[config.mk]
export PLATFORM = sky130hd
export DESIGN_NAME = chan_mux_rr
export DESIGN_NICKNAME = d
export VERILOG_FILES = /design/src/rtl/mux_pkg.sv /design/src/rtl/rr_arbiter.sv /design/src/rtl/chan_mux_rr.sv
export SDC_FILE = /design/constraint.sdc
export NUM_CORES = 1
export LEC_CHECK = 0
export ABC_CLOCK_PERIOD_IN_PS = 7150
export BUFFER_PORTS_ARGS = -buffer_cell sky130_fd_sc_hd__buf_2
export CAP_MARGIN = 15
export CORE_UTILIZATION = 50
export DETAILED_ROUTE_END_ITERATION = 6
export PLACE_DENSITY_LB_ADDON = 0.3
export RECOVER_POWER = 50
export SYNTH_ARGS = -nofsm -noshare
export SYNTH_HDL_FRONTEND = slang
export SYNTH_HIERARCHICAL = 1
export SYNTH_SLANG_ARGS = --single-unit
[constraint.sdc]
create_clock -name clock -period 7.15 [get_ports clock]
set_input_delay 0.3575 -clock clock [delete_from_list [all_inputs] [get_ports clock]]
set_output_delay 0.3575 -clock clock [all_outputs]
set_load 0.005 [all_outputs]
[src/rtl/mux_pkg.sv]
// rtl/mux_pkg.sv - shared constants and helpers for the channel mux
package mux_pkg;

    localparam logic MODE_EXPLICIT = 1'b0;
    localparam logic MODE_RR       = 1'b1;

    // Index width for a channel count; never narrower than one bit.
    function automatic int sel_width(input int channels);
        return (channels <= 2) ? 1 : $clog2(channels);
    endfunction

    // Low bit of element idx inside a flattened bus of width-bit elements.
    function automatic int slice_lsb(input int idx, input int width);
        return idx * width;
    endfunction

endpackage

[src/rtl/rr_arbiter.sv]
// rtl/rr_arbiter.sv - combinational wrap-around priority search starting at ptr
module rr_arbiter
    import mux_pkg::*;
#(
    parameter  int CHANNELS = 8,
    localparam int SEL_W    = sel_width(CHANNELS)
) (
    input  logic [CHANNELS-1:0] req,
    input  logic [SEL_W-1:0]    ptr,
    input  logic                enable,
    output logic                grant_valid,
    output logic [SEL_W-1:0]    grant_idx
);

    int cand;

    // First requesting channel at or after ptr, wrapping past CHANNELS-1 to 0.
    always_comb begin
        grant_valid = 1'b0;
        grant_idx   = '0;
        cand        = 0;
        for (int i = 0; i < CHANNELS; i++) begin
            cand = int'(ptr) + i;
            if (cand >= CHANNELS) begin
                cand = cand - CHANNELS;
            end
            if (enable && !grant_valid && req[cand[SEL_W-1:0]]) begin
                grant_valid = 1'b1;
                grant_idx   = cand[SEL_W-1:0];
            end
        end
    end

endmodule

[src/rtl/chan_mux_rr.sv]
// rtl/chan_mux_rr.sv - N:1 stream mux, explicit or round-robin select, registered output (optional CHAN_MUX_XFER_CNT_EN adds xfer_count)
module chan_mux_rr
    import mux_pkg::*;
#(
    parameter  int WIDTH    = 16,
    parameter  int CHANNELS = 8,
    localparam int SEL_W    = sel_width(CHANNELS)
) (
    input  logic                      clock,
    input  logic                      reset,
    input  logic                      mode,
    input  logic [SEL_W-1:0]          select,
    input  logic [CHANNELS*WIDTH-1:0] in_data,
    input  logic [CHANNELS-1:0]       in_valid,
    output logic [CHANNELS-1:0]       in_ready,
    output logic [WIDTH-1:0]          out_data,
    output logic [SEL_W-1:0]          out_chan,
    output logic                      out_valid,
    input  logic                      out_ready
`ifdef CHAN_MUX_XFER_CNT_EN
    ,
    output logic [15:0]               xfer_count
`endif
);

    logic             rr_valid;
    logic [SEL_W-1:0] rr_idx;
    logic             sel_ok;
    logic             grant_valid;
    logic [SEL_W-1:0] grant_idx;
    logic             can_load;
    logic             accept;
    logic [SEL_W-1:0] rr_ptr;
    logic [SEL_W-1:0] ptr_next;

    rr_arbiter #(
        .CHANNELS(CHANNELS)
    ) u_arb (
        .req        (in_valid),
        .ptr        (rr_ptr),
        .enable     (mode == MODE_RR),
        .grant_valid(rr_valid),
        .grant_idx  (rr_idx)
    );

    // Grant selection; an out-of-range explicit select never grants.
    always_comb begin
        sel_ok      = (int'(select) < CHANNELS) && in_valid[select];
        grant_valid = (mode == MODE_RR) ? rr_valid : sel_ok;
        grant_idx   = (mode == MODE_RR) ? rr_idx : select;
        can_load    = !out_valid || out_ready;
        accept      = can_load && grant_valid && !reset;
        ptr_next    = (int'(grant_idx) == CHANNELS - 1) ? '0 : grant_idx + 1'b1;
    end

    // One-hot ready toward the granted channel only when the register can take it.
    always_comb begin
        in_ready = '0;
        if (accept) begin
            in_ready[grant_idx] = 1'b1;
        end
    end

    // Output register: load on grant, drain to empty otherwise, hold while stalled.
    always_ff @(posedge clock or posedge reset) begin
        if (reset) begin
            out_valid <= 1'b0;
            out_data  <= '0;
            out_chan  <= '0;
            rr_ptr    <= '0;
        end else if (can_load) begin
            out_valid <= grant_valid;
            if (grant_valid) begin
                out_data <= in_data[slice_lsb(int'(grant_idx), WIDTH) +: WIDTH];
                out_chan <= grant_idx;
                if (mode == MODE_RR) begin
                    rr_ptr <= ptr_next;
                end
            end
        end
    end

`ifdef CHAN_MUX_XFER_CNT_EN
    // Saturating count of accepted input transfers.
    always_ff @(posedge clock or posedge reset) begin
        if (reset) begin
            xfer_count <= 16'd0;
        end else if (accept && (xfer_count != 16'hFFFF)) begin
            xfer_count <= xfer_count + 16'd1;
        end
    end
`endif

endmodule
==> qor.csv <==
stage,metric,value,unit
outcome,status,finished clean,
job,maxCapViolCount,0,
die,start_util,52.2,%
clocking,cts.clk_slew.worst_paths,0.09,ns
timing,finalSetupViolCount,0,
power,p_leak,1.89,nW
clocking,cts_setup_buffers,0,
route,dr.first_iter.drc_count,218,
critical_path,startpoint,rr_ptr[0],
timing,tightest_slew,1.05,ns
yosys,synth_edf_count,0,
route,wl,9.68,mm
layout,drive_above_1_share,37.5,%
critical_path,required,6.79,ns
power,ir_drop,0.271,mV
timing,layout_min_cycle_time,5.88,ns
critical_path,crit_path_end_kind,output port,
yosys,yosys_warnings,6,
timing,rsz0062_at_grt,false,
route,wl_per_cell,15.9,um
route,drt_drc_violations_left,0,
timing,hold_ws,0.280,ns
yosys,syn_area_per_cell,8.01,um2
clocking,clock_tree.root_cell,clkbuf_8,
critical_path,reg2reg_depth,13,
critical_path,cp_top_family,compound AO/OA/AOI/OAI gates,
critical_path,r2r_end,out_data[13],
timing,drv_slew,0,
timing,fin_setup_tns,0,ns
timing,fmax,0.170,GHz
yosys,ys_types,60,
critical_path,cp_slowest_cell,o2bb2ai_1,
clocking,ctsResizeCount,0,
critical_path,crit_arrival,5.52,ns
critical_path,worstPathMaxFanout,18,
clocking,clk_latency,0.27,ns
critical_path,cp_num_buf_inv,2,
die,die_area,0.00657,mm2
yosys,synth_top_area_cell,dfrtp_1,
route,dr.pass1.iters,5,
timing,skew,0.00497,ns
yosys,postSynth.asyncResetShare,100,%
critical_path,endpoint,in_ready[3],
die,die_w,81.0,um
clocking,tritoncts,yes,
yosys,yosysSeqAreaShare,18.4,%
placement,dp_hpwl,7.49,mm
route,via_per_inst,5.94,
die,num_io_pins,171,
route,antenna_left,0,
grt,grt-ovfl-total,0,
critical_path,startpoint_type,flip-flop,
power,powerDensity,459,mW/mm2
placement,port_buffers,170,
die,placementRows,28,
grt,grt_pass1_vias,3244,
die,die_y,81.0,um
critical_path,slowest_delay,0.85,ns
yosys,yosys_register_bits,23,
timing,slew-limit-headroom,30.1,%
clocking,numClockSinks,23,
critical_path,r2r_slack,1.54,ns
timing,final-hold-violation-count,0,
timing,finalCritPeriodShare,82.2,%
die,core_area,0.00599,mm2
grt,grt_usage,29.6,%
yosys,syn-num-nets,536,
clocking,numCtsBuffers,3,
layout,nets,681,
critical_path,critical_path_class,reg -> out,
yosys,synthTopCellsByArea,"dfrtp_1 18%, mux2i_1 11%, mux4_2 8.7%, nand2_1 8.0%, nand3_1 3.7%",
grt,antenna_found_initial,0,
layout,layout-area-overhead-vs-synth,25.4,%
clocking,cts_hold_buf,0,
yosys,synth_area,0.00312,mm2
yosys,synth_ff_type,dfrtp_1,
yosys,synth.top_cell.area_share,18.4,%
critical_path,regToRegStartpoint,rr_ptr[0],
clocking,cts_buffer_depth,2,
route,vias,3615,
min_path,min_path_type,in -> async,
clocking,htree_levels,1,
yosys,synthCells,390,
grt,grt_max_degree,57,
critical_path,cp.depth,13,
critical_path,worstPathCellList,inv_1 > ha_1 > mux4_2 > nand3_1 > and2_0 > o21ai_0 > a2111oi_2 > nor3_1 > a41oi_1 > nand2_1 > o2bb2ai_1 > and3_1 > buf_2,
placement,place_congestion,0.899,
layout,antenna_cells,0,
grt,grt_pass1_wl,15.0,mm
sequential cells by signal, summed over array words and instances (netlist names):
name and count:
out_data 16, out_chan 3, out_valid 1, rr_ptr 3
Yosys cell counts, drive strengths merged, types with 4 or more instances:
cell / n
nand4: 11
inv: 18
nor3: 4
o21ai: 22
nand3: 23
buf: 22
and3: 4
nand2: 67
nor2b: 9
a21oi: 20
mux4: 13
mux2: 8
nor2: 24
clkbuf: 9
a32oi: 10
mux2i: 37
o22ai: 8
dfrtp: 23
nand2b: 6
a31oi: 5
through the flow:
stage | util, % | area (um2) | total power [W] | std cells | setup slack (ns)
global placement | 64.8 | 3880 | 0.00168 | 605 | 1.68
CTS | 65.5 | 3930 | 0.00180 | 609 | 1.40
floorplan | - | 3120 | 0.00143 | 390 | 3.03
detailed placement | 64.8 | 3880 | 0.00171 | 605 | 1.58
global route | 65.4 | 3920 | 0.00197 | 609 | 0.899
finish | 65.4 | 3920 | 0.00180 | 609 | 1.27
how the worst min path moves through the flow:
stage / end / slack [ns] / from / cells past startpoint
floorplan: out_chan[0] / 0.37 / reset / 1
global placement: out_data[13] / 0.50 / out_data[13] / 1
detailed placement: out_data[13] / 0.49 / out_data[13] / 1
CTS: out_data[0] / 0.33 / reset / 2
global route: out_data[0] / 0.38 / reset / 2
finish: out_data[0] / 0.28 / reset / 2
routing by layer:
metal | part of all wire (%) | vias to the layer above | GRT usage [%]
li1 | - | 1729 | -
met1 | 39 | 1673 | 37.0
met5 | 0 | - | 0
met4 | 3.4 | 0 | 12.9
met3 | 6.3 | 31 | 3.48
met2 | 51 | 182 | 51.2
where the power goes:
part | total, W | switching [W] | internal, W | leakage [nW]
clock network | 0.0000849 | 0.0000449 | 0.0000400 | 0.0228
logic | 0.00144 | 0.000817 | 0.000618 | 1.60
registers | 0.000280 | 0.0000822 | 0.000197 | 0.264
total | 0.00180 | 0.000944 | 0.000856 | 1.89
cell families after synthesis:
group,share of synthesized area [%]
AO/OA/AOI/OAI,21.4
buffers and inverters,8.41
flip-flops,18.4
adder cells (fa/ha/maj),1.20
multiplexers,25.6
AND/OR/NAND/NOR,23.6
XOR/XNOR,1.40
final cells by class:
type                            count  area, um2
Tap cell                           75       93.8
Timing Repair Buffer              171        850
Clock buffer                        4       45.0
Sequential cell                    23        576
Multi-Input combinational cell    318       2290
Fill cell                         556       2070
Inverter                           18       67.6
placed cells by master (no fill, tap or decap), drive strengths merged, types with 5 or more instances in the layout:
cell	count
o21ai	22
dfrtp	23
buf	165
nand4	11
mux2i	37
o22ai	8
nand3	23
a21oi	20
nor2	24
nand2	67
nand2b	6
inv	18
nor2b	9
a31oi	5
mux2	8
mux4	13
clkbuf	10
a32oi	10
No activity file was read; power rests on OpenSTA's default activity.
